### src/rtl/instr_cache.sv
// instr_cache: direct-mapped, read-only instruction cache between fetch and instruction memory.
// Latency: a hit returns instrF combinationally in the same cycle. The minimum miss penalty is
//          1 + 1 + WORDS_PER_LINE stalled cycles before the hit is delivered.
// Backpressure: stallC is held while a line refills. The request holds until mem_req_ready.
//               Response beats are taken whenever mem_resp_valid is high in WAIT.
// Ports: clk/rst (sync, active-low); pcF/reqF fetch lookup -> instrF/stallC; flush invalidates
//        all lines; mem_req_valid/mem_req_addr/mem_req_ready refill request;
//        mem_resp_valid/mem_resp_data burst response beats in ascending word order.
module instr_cache #(
  parameter int DATA_WIDTH     = 32,
  parameter int ADDR_WIDTH     = 32,
  parameter int LINES          = 16,
  parameter int WORDS_PER_LINE = 4
) (
  input  logic                  clk,
  input  logic                  rst,
  input  logic [ADDR_WIDTH-1:0] pcF,
  input  logic                  reqF,
  output logic [DATA_WIDTH-1:0] instrF,
  output logic                  stallC,
  input  logic                  flush,
  output logic                  mem_req_valid,
  output logic [ADDR_WIDTH-1:0] mem_req_addr,
  input  logic                  mem_req_ready,
  input  logic                  mem_resp_valid,
  input  logic [DATA_WIDTH-1:0] mem_resp_data
);

  localparam int WO = $clog2(WORDS_PER_LINE);
  localparam int IW = $clog2(LINES);
  localparam int TW = ADDR_WIDTH - 2 - WO - IW;
  localparam logic [ADDR_WIDTH-1:0] LINE_MASK = ADDR_WIDTH'(WORDS_PER_LINE * 4 - 1);
  localparam logic [DATA_WIDTH-1:0] NOP       = DATA_WIDTH'(32'h0000_0013);
  localparam logic [WO-1:0]         LAST_BEAT = WO'(WORDS_PER_LINE - 1);

  typedef enum logic [1:0] {IDLE, REQ, WAIT} state_t;

  state_t                state, state_nxt;
  logic [DATA_WIDTH-1:0] data_mem [LINES*WORDS_PER_LINE];
  logic [TW-1:0]         tag_mem  [LINES];
  logic [LINES-1:0]      valid;
  logic [WO-1:0]         beat;
  logic                  flush_pending;
  logic [ADDR_WIDTH-1:0] line_addr;

  // Lookup fields of the fetch address.
  logic [WO-1:0] pc_off;
  logic [IW-1:0] pc_idx;
  logic [TW-1:0] pc_tag;
  assign pc_off = pcF[2 +: WO];
  assign pc_idx = pcF[2+WO +: IW];
  assign pc_tag = pcF[ADDR_WIDTH-1 -: TW];

  // Fields of the line being refilled.
  logic [IW-1:0] rf_idx;
  logic [TW-1:0] rf_tag;
  assign rf_idx = line_addr[2+WO +: IW];
  assign rf_tag = line_addr[ADDR_WIDTH-1 -: TW];

  logic hit, miss, beat_en, last_beat;
  assign hit       = (state == IDLE) && reqF && valid[pc_idx] && (tag_mem[pc_idx] == pc_tag);
  assign miss      = (state == IDLE) && reqF && !hit;
  assign beat_en   = (state == WAIT) && mem_resp_valid;
  assign last_beat = beat_en && (beat == LAST_BEAT);

  // Byte offset bits never take part in a lookup or a refill address.
  logic unused_bits;
  assign unused_bits = &{1'b0, pcF[1:0], line_addr[2+WO-1:0]};

  always_comb begin
    state_nxt     = state;
    instrF        = NOP;
    stallC        = 1'b0;
    mem_req_valid = 1'b0;
    case (state)
      IDLE: begin
        if (hit) instrF = data_mem[{pc_idx, pc_off}];
        stallC = miss;
        // A flush in the same cycle as a miss wins; the miss is retried next cycle.
        if (miss && !flush) state_nxt = REQ;
      end
      REQ: begin
        stallC        = 1'b1;
        mem_req_valid = 1'b1;
        if (mem_req_ready) state_nxt = WAIT;
      end
      WAIT: begin
        stallC = 1'b1;
        if (last_beat) state_nxt = IDLE;
      end
      default: state_nxt = IDLE;
    endcase
  end

  assign mem_req_addr = line_addr;

  always_ff @(posedge clk) begin
    if (!rst) begin
      state         <= IDLE;
      valid         <= '0;
      beat          <= '0;
      flush_pending <= 1'b0;
      line_addr     <= '0;
    end else begin
      state <= state_nxt;
      case (state)
        IDLE: begin
          if (flush) valid <= '0;
          else if (miss) line_addr <= pcF & ~LINE_MASK;
        end
        REQ: begin
          if (flush) flush_pending <= 1'b1;
          if (mem_req_ready) beat <= '0;
        end
        WAIT: begin
          if (flush) flush_pending <= 1'b1;
          if (beat_en) beat <= beat + WO'(1);
          // The refill always completes (no cancel on the memory port). A flush seen
          // during the refill then clears every line, including the one just filled.
          if (last_beat) begin
            if (flush_pending || flush) valid <= '0;
            else valid[rf_idx] <= 1'b1;
            flush_pending <= 1'b0;
          end
        end
        default: ;
      endcase
    end
  end

  // Data and tag arrays hold no reset state; valid bits alone qualify them.
  always_ff @(posedge clk) begin
    if (rst && beat_en) begin
      data_mem[{rf_idx, beat}] <= mem_resp_data;
      if (last_beat) tag_mem[rf_idx] <= rf_tag;
    end
  end

endmodule

### config.mk
export PLATFORM = sky130hd
export DESIGN_NAME = instr_cache
export DESIGN_NICKNAME = d
export VERILOG_FILES = /design/src/rtl/instr_cache.sv
export SDC_FILE = /design/constraint.sdc
export NUM_CORES = 2
export LEC_CHECK = 0
export BUFFER_PORTS_ARGS = -buffer_cell sky130_fd_sc_hd__buf_2
export CORE_MARGIN = 2
export CORE_UTILIZATION = 56
export DETAILED_ROUTE_END_ITERATION = 16
export PLACE_DENSITY_LB_ADDON = 0.05
export SETUP_SLACK_MARGIN = 0.2
export SYNTH_ARGS = -nofsm -noshare
export SYNTH_HDL_FRONTEND = slang
export SYNTH_SLANG_ARGS = --single-unit
### constraint.sdc
create_clock -name clk -period 5.6 [get_ports clk]
set_clock_uncertainty 0.15 [all_clocks]
set_input_delay 0 -clock clk [delete_from_list [all_inputs] [get_ports clk]]
set_output_delay 0 -clock clk [all_outputs]
set_load 0.05 [all_outputs]
==> key figures <==
Cells and area
  • Final Cell Area: 109000 um^2
  • Area added between synthesis and finish: 14.8%
  • Fraction of final layout cells sized beyond drive strength 1: 0.323
  • Multi-input logic area: 20700 um^2
  • Sequential cell area: 74000 um^2
  • Nets@finish: 4482
  • Antenna cell count: 0
  • # fillers: 11113

Placed design
  • Placed cell area: 99800 um^2
  • Final estimated routing congestion in global placement: 0.768
  • HPWL Detailed: 125000 um
  • Port bufs: 129
  • Dpl ws: 0.863 ns

Global route
  • Remaining global-route overflow: 0
  • Vias in the first global route: 44740
  • Total track usage: 0.268
  • First-pass GRT wire length: 327000 um
  • Largest net degree at the start of global routing: 70
  • Antenna violations before repair: 24

Power
  • Max IR drop VDD: 0.357 mV
  • Power density over the cells: 352 nW/um^2
  • Sequential share of power: 0.533
  • Cell-internal power: 30.4 mW
  • NetSw: 7.96 mW
  • Switch share: 0.207
  • Clk pwr share: 0.418
  • Power, Total: 38.4 mW
  • LEAKAGE: 34.2 nW
  • Combinational Power Share: 0.049

Yosys
  • Sequential area share after synthesis: 0.779
  • Number of flops mapped to enable cells by yosys: 2432
  • Main synth FF type: edfxtp_1
  • Syn_area_per_cell: 24.1 um^2
  • Post-Syn Area: 95000 um^2
  • Synth async-reset ratio: 0
  • Syn Inst Count: 3937
  • Count of cell types in the netlist: 52
  • Synth warnings: 0
  • Yosys reg bits: 2481

CTS
  • Clk slew on worst S/H paths: 0.06 ns
  • H-tree depth: 4
  • Clk Latency, worst-skew pair: 0.86 ns
  • CTS tree: yes
  • CTS max path bufs: 3
  • Root Driver: clkbuf_16
  • Total CTS buffers: 241
  • Post-CTS Setup Bufs: 0
  • Clock sinks: 2481

STA
  • Max Freq: 0.185 GHz
  • RSZ-0062 raised after global routing: no
  • Min Tclk post-route: 5.40 ns
  • Worst Tran Pin Value: 1.25 ns
  • Final worst path period share: 0.965
  • Slew margin rel.: 0.164
  • Final count of hold timing violations: 0
  • Slew Limit Fails: 0
  • # setup viols final: 0
  • PnR worst setup slack: 0.196 ns
  • Setup TNS: 0 ns

Setup path
  • Critical path buffer and inverter count: 4
  • Top Family by Delay on Critical Path: buffers and inverters
  • Crit end category: output port
  • Crit-path max FO: 55
  • WP data arrival: 5.25 ns
  • WP data required: 5.45 ns
  • CP max stage delay: 1.10 ns
  • Worst-path cell chain: dlygate4sd3_1, buf_4, buf_4, mux4_2, xnor2_1, nand4_1, or4_2, a311oi_1, buf_2
  • CP most frequent cell: buf_4
  • Worst setup SP type: primary input
  • Crit path kind: primary input to output port
  • Crit-path slowest cell: or4_2

Floorplan
  • Width of the die: 416 um
  • Die area: 173000 um^2
  • Die Ht: 416 um
  • Area of the core: 169000 um^2
  • Initial core utilization: 0.563
  • I/O Pins: 136
  • Row count: 151

Detailed routing
  • First drt pass iteration count: 6
  • Residual DRC: 0
  • ANT nets after route: 0
  • DR WL/cell: 33.4 um
  • Vias: 44214
  • Initial drt markers: 5549
  • Final WL: 228000 um
  • Via density: 6.47

Hold path
  • Hold Path Class: primary input to flop

Run status
  • Status: finished, final reports clean

Run
  • Maxcap violations: 0
## layout make-up
class | count | area share
Clock buffer | 303 | 0.0590
Clock inverter | 149 | 0.0128
Inverter | 9 | 0.000379
Multi-Input combinational cell | 1234 | 0.190
Sequential cell | 2481 | 0.679
Tap cell | 2218 | 0.0254
Timing Repair Buffer | 440 | 0.0339
## final timing paths
kind | depth (start not counted) | startpoint | to | slack, ns
worst max-delay path | 9 | pcF[7] | instrF[9] | 0.20
worst min-delay path | 5 | pcF[4] | mem_req_addr[4] | 0.06
worst max register to register | 9 | tag_mem[14][13] | mem_req_addr[27] | 0.69
worst min register to register | 2 | valid[3] | valid[3] | 0.32
## state kept, by name (all words and copies together), names as in the netlist
name           cells
valid             16
flush_pending      1
data_mem        2048
state              2
tag_mem          384
beat               2
mem_req_addr      28
## power by group through the flow
| stage | Combinational, mW | Clock (mW) | Sequential (mW) |
|---|---|---|---|
| final | 1.89 | 16.0 | 20.5 |
| after global routing | 2.00 | 17.0 | 20.5 |
| after CTS | 1.91 | 16.3 | 20.5 |
| after detailed placement | 1.82 | 0 | 20.9 |
| after global placement | 1.80 | 0 | 20.9 |
| after floorplan | 1.03 | 0 | 20.9 |
## worst reg2reg max path, cell delays in order, from the launching register on
cell and delay, ns:
edfxtp_1 0.37, mux4_2 0.47, mux4_2 0.49, xnor2_1 0.52, nand4_1 0.33, or4_2 1.10, nand4b_4 0.28, buf_12 0.29
mux2i_1 0.29, dlygate4sd3_1 0.57
## cells by family (layout without fill, tap and decap cells)
logic type,after synthesis,count (layout),share of synthesized area
DFF,2481,2481,0.779
adders and majority gates,5,5,0.000658
muxes,836,836,0.189
AOI/OAI and AO/OA,68,68,0.00475
xor gates and xnor gates,35,35,0.00323
other,1,4,0.0000395
and+or+nand+nor,286,286,0.0139
buffers and inverters,225,901,0.0100
## per-layer routing
| layer | global-route usage | vias to the layer above | part of all wire |
|---|---|---|---|
| met4 | 0.0556 | 4 | 0.018 |
| met5 | 0 | - | 0.000092 |
| met1 | 0.407 | 24348 | 0.42 |
| met2 | 0.427 | 1732 | 0.49 |
| li1 | - | 17852 | - |
| met3 | 0.0368 | 278 | 0.067 |
## per-stage QoR
stage | utilization | instances | hold WS [ns]
floorplan | - | 3940 | -0.0511
global placement | 0.591 | 6237 | 0.117
detailed placement | 0.591 | 6237 | 0.123
CTS | 0.646 | 6834 | 0.0591
global route | 0.646 | 6834 | 0.120
finish | 0.646 | 6834 | 0.0603
## cell usage in the layout, fill, tap and decap left out, types with 8 or more instances in the layout
cell and count:
edfxtp_1 2432, nor2_4 80, mux2i_1 72, nand2_1 95
nor2b_1 35, dlygate4sd3_1 145, bufinv_16 25, xor2_1 19
buf_2 123, buf_12 25, a211oi_1 14, buf_4 143
a311oi_1 8, clkinv_1 65, clkbuf_1 49, clkbuf_8 9
dfxtp_1 49, mux4_2 763, clkinv_2 40, nor2_1 24
nand3_1 10, clkbuf_16 245, xnor2_1 16, a21oi_1 24
## synth_stat cells, types with 2 or more instances
| library cell | n | area, um^2 |
|---|---|---|
| edfxtp_1 | 2432 | 73000 |
| mux4_2 | 763 | 17200 |
| clkbuf_1 | 144 | 541 |
| nor2_1 | 104 | 390 |
| nand2_1 | 95 | 357 |
| mux2i_1 | 72 | 721 |
| dfxtp_1 | 49 | 981 |
| buf_1 | 40 | 150 |
| nor2b_1 | 35 | 219 |
| a21oi_1 | 24 | 120 |
| buf_2 | 20 | 100 |
| xor2_1 | 19 | 166 |
| xnor2_1 | 16 | 140 |
| a211oi_1 | 14 | 105 |
| a311oi_1 | 10 | 87.6 |
| nand3_1 | 10 | 50.1 |
| inv_1 | 8 | 30.0 |
| and2_1 | 7 | 43.8 |
| buf_4 | 7 | 52.6 |
| nand4_1 | 7 | 43.8 |
| or2_2 | 6 | 37.5 |
| ha_1 | 5 | 62.6 |
| o21ai_0 | 5 | 25.0 |
| a22oi_1 | 4 | 30.0 |
| buf_6 | 3 | 33.8 |
| nand3b_1 | 3 | 22.5 |
| nor3_1 | 3 | 15.0 |
| a31oi_1 | 2 | 12.5 |
| and3_1 | 2 | 12.5 |
| buf_12 | 2 | 40.0 |
| nor3b_1 | 2 | 15.0 |
| o22ai_1 | 2 | 12.5 |
| or3_1 | 2 | 12.5 |
| or4_1 | 2 | 15.0 |
## what timing repair did
action / CTS / global route
endpoints found under the hold margin: 2097 / 0
hold buffers: 145 / 0
resized for setup: 0 / 2
endpoints found under the setup margin: 0 / 2
Power figures use the tool's default switching activity.
